## config.mk

```make
export PLATFORM = sky130hd
export DESIGN_NAME = zigbee_cordic_arbiter
export DESIGN_NICKNAME = d
export VERILOG_FILES = /design/src/rtl/zigbee_cordic_arbiter.sv
export SDC_FILE = /design/constraint.sdc
export NUM_CORES = 1
export LEC_CHECK = 0
export CAP_MARGIN = 25
export CELL_PAD_IN_SITES_DETAIL_PLACEMENT = 1
export CELL_PAD_IN_SITES_GLOBAL_PLACEMENT = 2
export CORE_MARGIN = 10
export CORE_UTILIZATION = 26
export DETAILED_ROUTE_END_ITERATION = 12
export PLACE_DENSITY = 0.9
export SLEW_MARGIN = 20
export SYNTH_ARGS = -nofsm -noshare
export SYNTH_HDL_FRONTEND = slang
export SYNTH_SLANG_ARGS = --single-unit
```

## constraint.sdc

```tcl
create_clock -name clk -period 1.9 [get_ports clk]
set_input_delay 0.38 -clock clk [delete_from_list [all_inputs] [get_ports clk]]
set_output_delay 0.38 -clock clk [all_outputs]
set_load 0.01 [all_outputs]
```

## src/rtl/zigbee_cordic_arbiter.sv

```systemverilog
// ============================================================================
//  Module   : zigbee_cordic_arbiter
//  Function : Round-robin time-sharing of one CORDIC phase engine between
//             NUM_REQ I/Q streams. Each result is returned with its requester ID.
//  Option   : ZIGBEE_CORDIC_ARB_STATS_EN adds per-requester grant counters.
//  Revision : 1.0  initial release
// ============================================================================
`default_nettype none

module zigbee_cordic_arbiter #(
    parameter int NUM_REQ    = 2,
    parameter int IQ_SIZE    = 5,
    parameter int W_SIZE     = 6,
    parameter int CORDIC_LAT = 3,
    localparam int ID_W      = (NUM_REQ > 1) ? $clog2(NUM_REQ) : 1
) (
    input  logic                       clk,
    input  logic                       reset_n,
    input  logic                       arb_en,
    input  logic [NUM_REQ-1:0]         req_valid,
    output logic [NUM_REQ-1:0]         req_ready,
    input  logic [NUM_REQ*IQ_SIZE-1:0] req_ibb,
    input  logic [NUM_REQ*IQ_SIZE-1:0] req_qbb,
    output logic [IQ_SIZE-1:0]         cor_ibb,
    output logic [IQ_SIZE-1:0]         cor_qbb,
    output logic                       cor_ivalid,
    input  logic [W_SIZE-1:0]          cor_wout,
    input  logic                       cor_ovalid,
    output logic                       res_valid,
    output logic [ID_W-1:0]            res_id,
    output logic [W_SIZE-1:0]          res_w,
    output logic                       busy,
`ifdef ZIGBEE_CORDIC_ARB_STATS_EN
    output logic [NUM_REQ*16-1:0]      stat_grant_cnt,
`endif
    output logic                       err_desync
);

    logic [ID_W-1:0] r_rr_ptr;
    logic [ID_W-1:0] w_ptr;
    logic [ID_W-1:0] w_cand;
    logic [ID_W-1:0] w_gnt_id;
    logic            w_gnt_any;
    logic [ID_W-1:0] r_issue_id;

    logic [CORDIC_LAT-1:0] r_tag_vld;
    logic [ID_W-1:0]       r_tag_id [CORDIC_LAT];
    logic                  w_tail_vld;
    logic [ID_W-1:0]       w_tail_id;

    function automatic logic [ID_W-1:0] f_wrap(input logic [ID_W-1:0] base, input int off);
        int s;
        s = int'(base) + off;
        if (s >= NUM_REQ) s = s - NUM_REQ;
        return ID_W'(s);
    endfunction

    // Search upward from the pointer; an out-of-range pointer restarts at 0.
    always_comb begin
        w_ptr     = (int'(r_rr_ptr) < NUM_REQ) ? r_rr_ptr : '0;
        w_gnt_any = 1'b0;
        w_gnt_id  = '0;
        w_cand    = '0;
        req_ready = '0;
        if (arb_en && reset_n) begin
            for (int i = 0; i < NUM_REQ; i++) begin
                w_cand = f_wrap(w_ptr, i);
                if (!w_gnt_any && req_valid[w_cand]) begin
                    w_gnt_any = 1'b1;
                    w_gnt_id  = w_cand;
                end
            end
        end
        if (w_gnt_any) req_ready[w_gnt_id] = 1'b1;
    end

    assign w_tail_vld = r_tag_vld[CORDIC_LAT-1];
    assign w_tail_id  = r_tag_id[CORDIC_LAT-1];
    assign busy       = cor_ivalid | (|r_tag_vld) | res_valid;

    always_ff @(posedge clk or negedge reset_n) begin
        if (!reset_n) begin
            r_rr_ptr   <= '0;
            r_issue_id <= '0;
            cor_ibb    <= '0;
            cor_qbb    <= '0;
            cor_ivalid <= 1'b0;
            r_tag_vld  <= '0;
            for (int s = 0; s < CORDIC_LAT; s++) r_tag_id[s] <= '0;
            res_valid  <= 1'b0;
            res_id     <= '0;
            res_w      <= '0;
            err_desync <= 1'b0;
        end else begin
            cor_ivalid <= w_gnt_any;
            r_issue_id <= w_gnt_id;
            if (w_gnt_any) begin
                cor_ibb  <= req_ibb[w_gnt_id*IQ_SIZE +: IQ_SIZE];
                cor_qbb  <= req_qbb[w_gnt_id*IQ_SIZE +: IQ_SIZE];
                r_rr_ptr <= f_wrap(w_gnt_id, 1);
            end
            // Tag stage 0 trails cor_ivalid by one cycle so the tail meets cor_ovalid.
            r_tag_vld[0] <= cor_ivalid;
            r_tag_id[0]  <= r_issue_id;
            for (int s = 1; s < CORDIC_LAT; s++) begin
                r_tag_vld[s] <= r_tag_vld[s-1];
                r_tag_id[s]  <= r_tag_id[s-1];
            end
            res_valid <= cor_ovalid;
            if (cor_ovalid) begin
                res_w  <= cor_wout;
                res_id <= w_tail_vld ? w_tail_id : '0;
            end
            if (cor_ovalid != w_tail_vld) err_desync <= 1'b1;
        end
    end

`ifdef ZIGBEE_CORDIC_ARB_STATS_EN
    generate
        for (genvar k = 0; k < NUM_REQ; k++) begin : g_stats
            logic [15:0] r_cnt;
            always_ff @(posedge clk or negedge reset_n) begin
                if (!reset_n)
                    r_cnt <= '0;
                else if (req_ready[k] && (r_cnt != 16'hFFFF))
                    r_cnt <= r_cnt + 16'd1;
            end
            assign stat_grant_cnt[k*16 +: 16] = r_cnt;
        end
    endgenerate
`endif

endmodule

`default_nettype wire

```

==> metrics.txt <==
# TYPE chip_impl_metric gauge
chip_impl_info{name="outcome",value="finished, final reports clean"} 1
chip_impl_metric{name="fin_ws",unit="ps"} 55.8
chip_impl_metric{name="largest_net_degree_at_the_start_of_global_routing",unit=""} 40
chip_impl_metric{name="global_route.overflow_total",unit=""} 0
chip_impl_metric{name="finalSetupViolations",unit=""} 0
chip_impl_info{name="tritoncts_clock_tree",value="built"} 1
chip_impl_metric{name="fin_crit",unit="ps"} 1840
chip_impl_metric{name="diodes",unit=""} 0
chip_impl_metric{name="gpl.final_weighted_congestion",unit=""} 0.686
chip_impl_metric{name="finish.utilization",unit="%"} 42.4
chip_impl_metric{name="start_util",unit="%"} 27.5
chip_impl_metric{name="postCtsHoldBufs",unit=""} 0
chip_impl_metric{name="slew-limit-headroom",unit="%"} 70.4
chip_impl_info{name="rr_endpoint",value="cor_qbb[1]"} 1
chip_impl_metric{name="routed_wirelength",unit="um"} 3850
chip_impl_info{name="root_buffer",value="clkbuf_8"} 1
chip_impl_metric{name="critical_path_required_time",unit="ps"} 1520
chip_impl_info{name="worst_setup_path_end_kind",value="output port"} 1
chip_impl_metric{name="post-place-ws",unit="ps"} -302
chip_impl_metric{name="cap_violations",unit=""} 0
chip_impl_metric{name="synth-seq-cells",unit=""} 28
chip_impl_metric{name="cts_buffers",unit=""} 3
chip_impl_metric{name="timing.clock.skew",unit="ps"} 1.92
chip_impl_metric{name="post_cts.repair.setup_buffers",unit=""} 0
chip_impl_metric{name="drt_iter0_markers",unit=""} 9
chip_impl_metric{name="post_synthesis_cells",unit=""} 107
chip_impl_metric{name="rows",unit=""} 24
chip_impl_metric{name="chipWidth",unit="um"} 88.8
chip_impl_metric{name="tritoncts_num_sinks",unit=""} 28
chip_impl_metric{name="period_share",unit="%"} 97.1
chip_impl_info{name="mostFrequentLayoutCells",value="clkdlybuf4s50_1, dfrtp_1, nand2_1"} 1
chip_impl_metric{name="core-area",unit="mm^2"} 0.00447
chip_impl_metric{name="finalMaxSlewViolations",unit=""} 0
chip_impl_info{name="startpoint",value="req_valid[1]"} 1
chip_impl_metric{name="antenna_violating_nets_post_route",unit=""} 0
chip_impl_metric{name="num-nets-final",unit=""} 195
chip_impl_info{name="worstReg2RegStart",value="r_rr_ptr"} 1
chip_impl_metric{name="vias_in_the_first_global_route",unit=""} 1158
chip_impl_metric{name="fp.dieArea",unit="mm^2"} 0.00789
chip_impl_metric{name="clk_pin_slew_worst_paths",unit="ps"} 90
chip_impl_metric{name="cellLeakagePower",unit="nW"} 0.852
chip_impl_metric{name="synth_warnings",unit=""} 0
chip_impl_info{name="holdCritPathClass",value="primary input to async pin"} 1
chip_impl_metric{name="port_buffers",unit=""} 54
chip_impl_metric{name="dr_total_vias",unit=""} 1007
chip_impl_info{name="ys_dominant_reg_cell",value="dfrtp_1"} 1
chip_impl_metric{name="worstPathArrival",unit="ps"} 1460
chip_impl_metric{name="final_layout_size_suffix_gt1_share",unit="%"} 19.1
chip_impl_metric{name="count_of_distinct_cell_types_in_the_synthesized_netlist",unit=""} 23
chip_impl_info{name="setup.worst_path.start_class",value="primary input"} 1
chip_impl_metric{name="largest_driver_fanout_on_the_critical_path",unit=""} 4
chip_impl_metric{name="max_clock_freq",unit="MHz"} 542
chip_impl_metric{name="grt_first_pass_wirelength",unit="um"} 6040
chip_impl_metric{name="clk-insertion-delay-late",unit="ps"} 270
chip_impl_metric{name="postSynthAreaPerCell",unit="um^2"} 11.5
chip_impl_metric{name="chipHeight",unit="um"} 88.8
chip_impl_metric{name="area.growth.synth_to_final",unit="%"} 54.0
chip_impl_metric{name="vias_per_cell",unit=""} 4.71
chip_impl_metric{name="synth_fp_nets",unit=""} 139
chip_impl_metric{name="synthesis.area",unit="mm^2"} 0.00123
chip_impl_metric{name="async_flop_share",unit="%"} 100
chip_impl_metric{name="pre_repair_dr_iteration_count",unit=""} 3
chip_impl_info{name="setup.worst_path.class",value="primary input to output port"} 1
chip_impl_metric{name="power.density",unit="mW/mm^2"} 817
chip_impl_metric{name="peakVddDrop",unit="mV"} 0.406
chip_impl_metric{name="track_usage",unit="%"} 9.83
chip_impl_metric{name="antenna_violations_before_repair",unit=""} 0
chip_impl_metric{name="worst_r2r_path_depth",unit=""} 4
chip_impl_metric{name="ff2ff_setup_slack",unit="ps"} 590
chip_impl_metric{name="hold_viol",unit=""} 0
chip_impl_info{name="rsz_0062_raised_after_global_routing",value="no"} 1
chip_impl_metric{name="drt_drc_violations_left",unit=""} 0
chip_impl_metric{name="wire_per_inst",unit="um"} 18.0
chip_impl_info{name="layout_commonest_cell",value="clkdlybuf4s50_1"} 1
chip_impl_metric{name="h-tree-depth",unit=""} 1
chip_impl_metric{name="num_io_pins",unit=""} 55
chip_impl_metric{name="synth-edff-count",unit=""} 0
chip_impl_metric{name="clock_path_buffers",unit=""} 2
chip_impl_metric{name="fin_setup_tns",unit="ps"} 0
chip_impl_metric{name="worst-slew-pin-transition",unit="ps"} 444
chip_impl_metric{name="dp.final_hpwl",unit="um"} 2970
chip_impl_metric{name="synth.yosys.seq_area_share",unit="%"} 56.9
sequential cells by signal, indices dropped and copies added (netlist names):
name        cells
cor_ibb         5
res_id          1
w_tail_id       1
err_desync      1
res_valid       1
cor_ivalid      1
r_issue_id      1
r_tag_vld       3
cor_qbb         5
res_w           6
r_tag_id        2
r_rr_ptr        1
metrics by stage:
step / hold slack (ps) / cells / cell area (um^2) / total power [mW]
global route: 245 / 214 / 1900 / 1.64
CTS: 230 / 214 / 1890 / 1.57
floorplan: 84.4 / 107 / 1230 / 0.861
global placement: 333 / 210 / 1820 / 1.09
finish: 220 / 214 / 1900 / 1.55
detailed placement: 343 / 210 / 1820 / 1.10
worst max-delay path, cell delays in order:
cell             delay, ps
clkdlybuf4s50_1        560
o211ai_2               120
a21oi_2                150
clkdlybuf4s15_2        250
what timing repair did:
item                                    4_1_cts  5_1_grt
pin swaps                                     0        0
resized for setup                             4        2
endpoints found under the setup margin        2        1
cell usage after synthesis, types with 2 or more instances:
cell type  number  share of area, %
and3_1         10               5.1
buf_2           2              0.81
buf_6           2               1.8
clkbuf_1        3              0.91
dfrtp_1        28                57
mux2_2          6               5.5
nand2_1        21               6.4
nand3_1        11               4.5
o211ai_2       10                10
kinds of logic (layout without fill, tap and decap cells):
family / after synthesis / after routing / synth area share (%)
muxes: 6 / 6 / 5.49
AOI/OAI and AO/OA: 14 / 14 / 12.2
and+or+nand+nor: 48 / 48 / 19.9
buffers and inverters: 10 / 65 / 4.78
xor gates and xnor gates: 1 / 1 / 0.712
DFF: 28 / 28 / 56.9
layout make-up:
class	count	area, um^2
timing repair buffer	59	576
fill	514	2580
inverter	2	7.51
multi-input combinational	69	475
sequential	28	701
tap	52	65.1
clock buffer	3	41.3
clock inverter	1	30.0
routing by layer:
metal / vias to the layer above / GRT usage (%) / part of all wire (%)
met5: - / 0 / 0
met4: 0 / 1.32 / 0.44
met3: 2 / 4.14 / 8.5
met2: 36 / 17.7 / 51
met1: 489 / 10.7 / 40
li1: 480 / - / -
how the worst max path moves through the flow:
stage	end	depth (start not counted)
after global placement	req_ready[0]	4
final	req_ready[0]	4
after floorplan	req_ready[1]	2
after CTS	req_ready[0]	4
after global routing	req_ready[0]	4
after detailed placement	req_ready[0]	4
power by group:
| part | total, mW | leakage, nW | switching [mW] | internal, mW |
|---|---|---|---|---|
| clock network | 0.466 | 0.0357 | 0.184 | 0.282 |
| registers | 0.695 | 0.344 | 0.0340 | 0.661 |
| logic | 0.387 | 0.472 | 0.161 | 0.226 |
No activity file was read; power rests on OpenSTA's default activity.
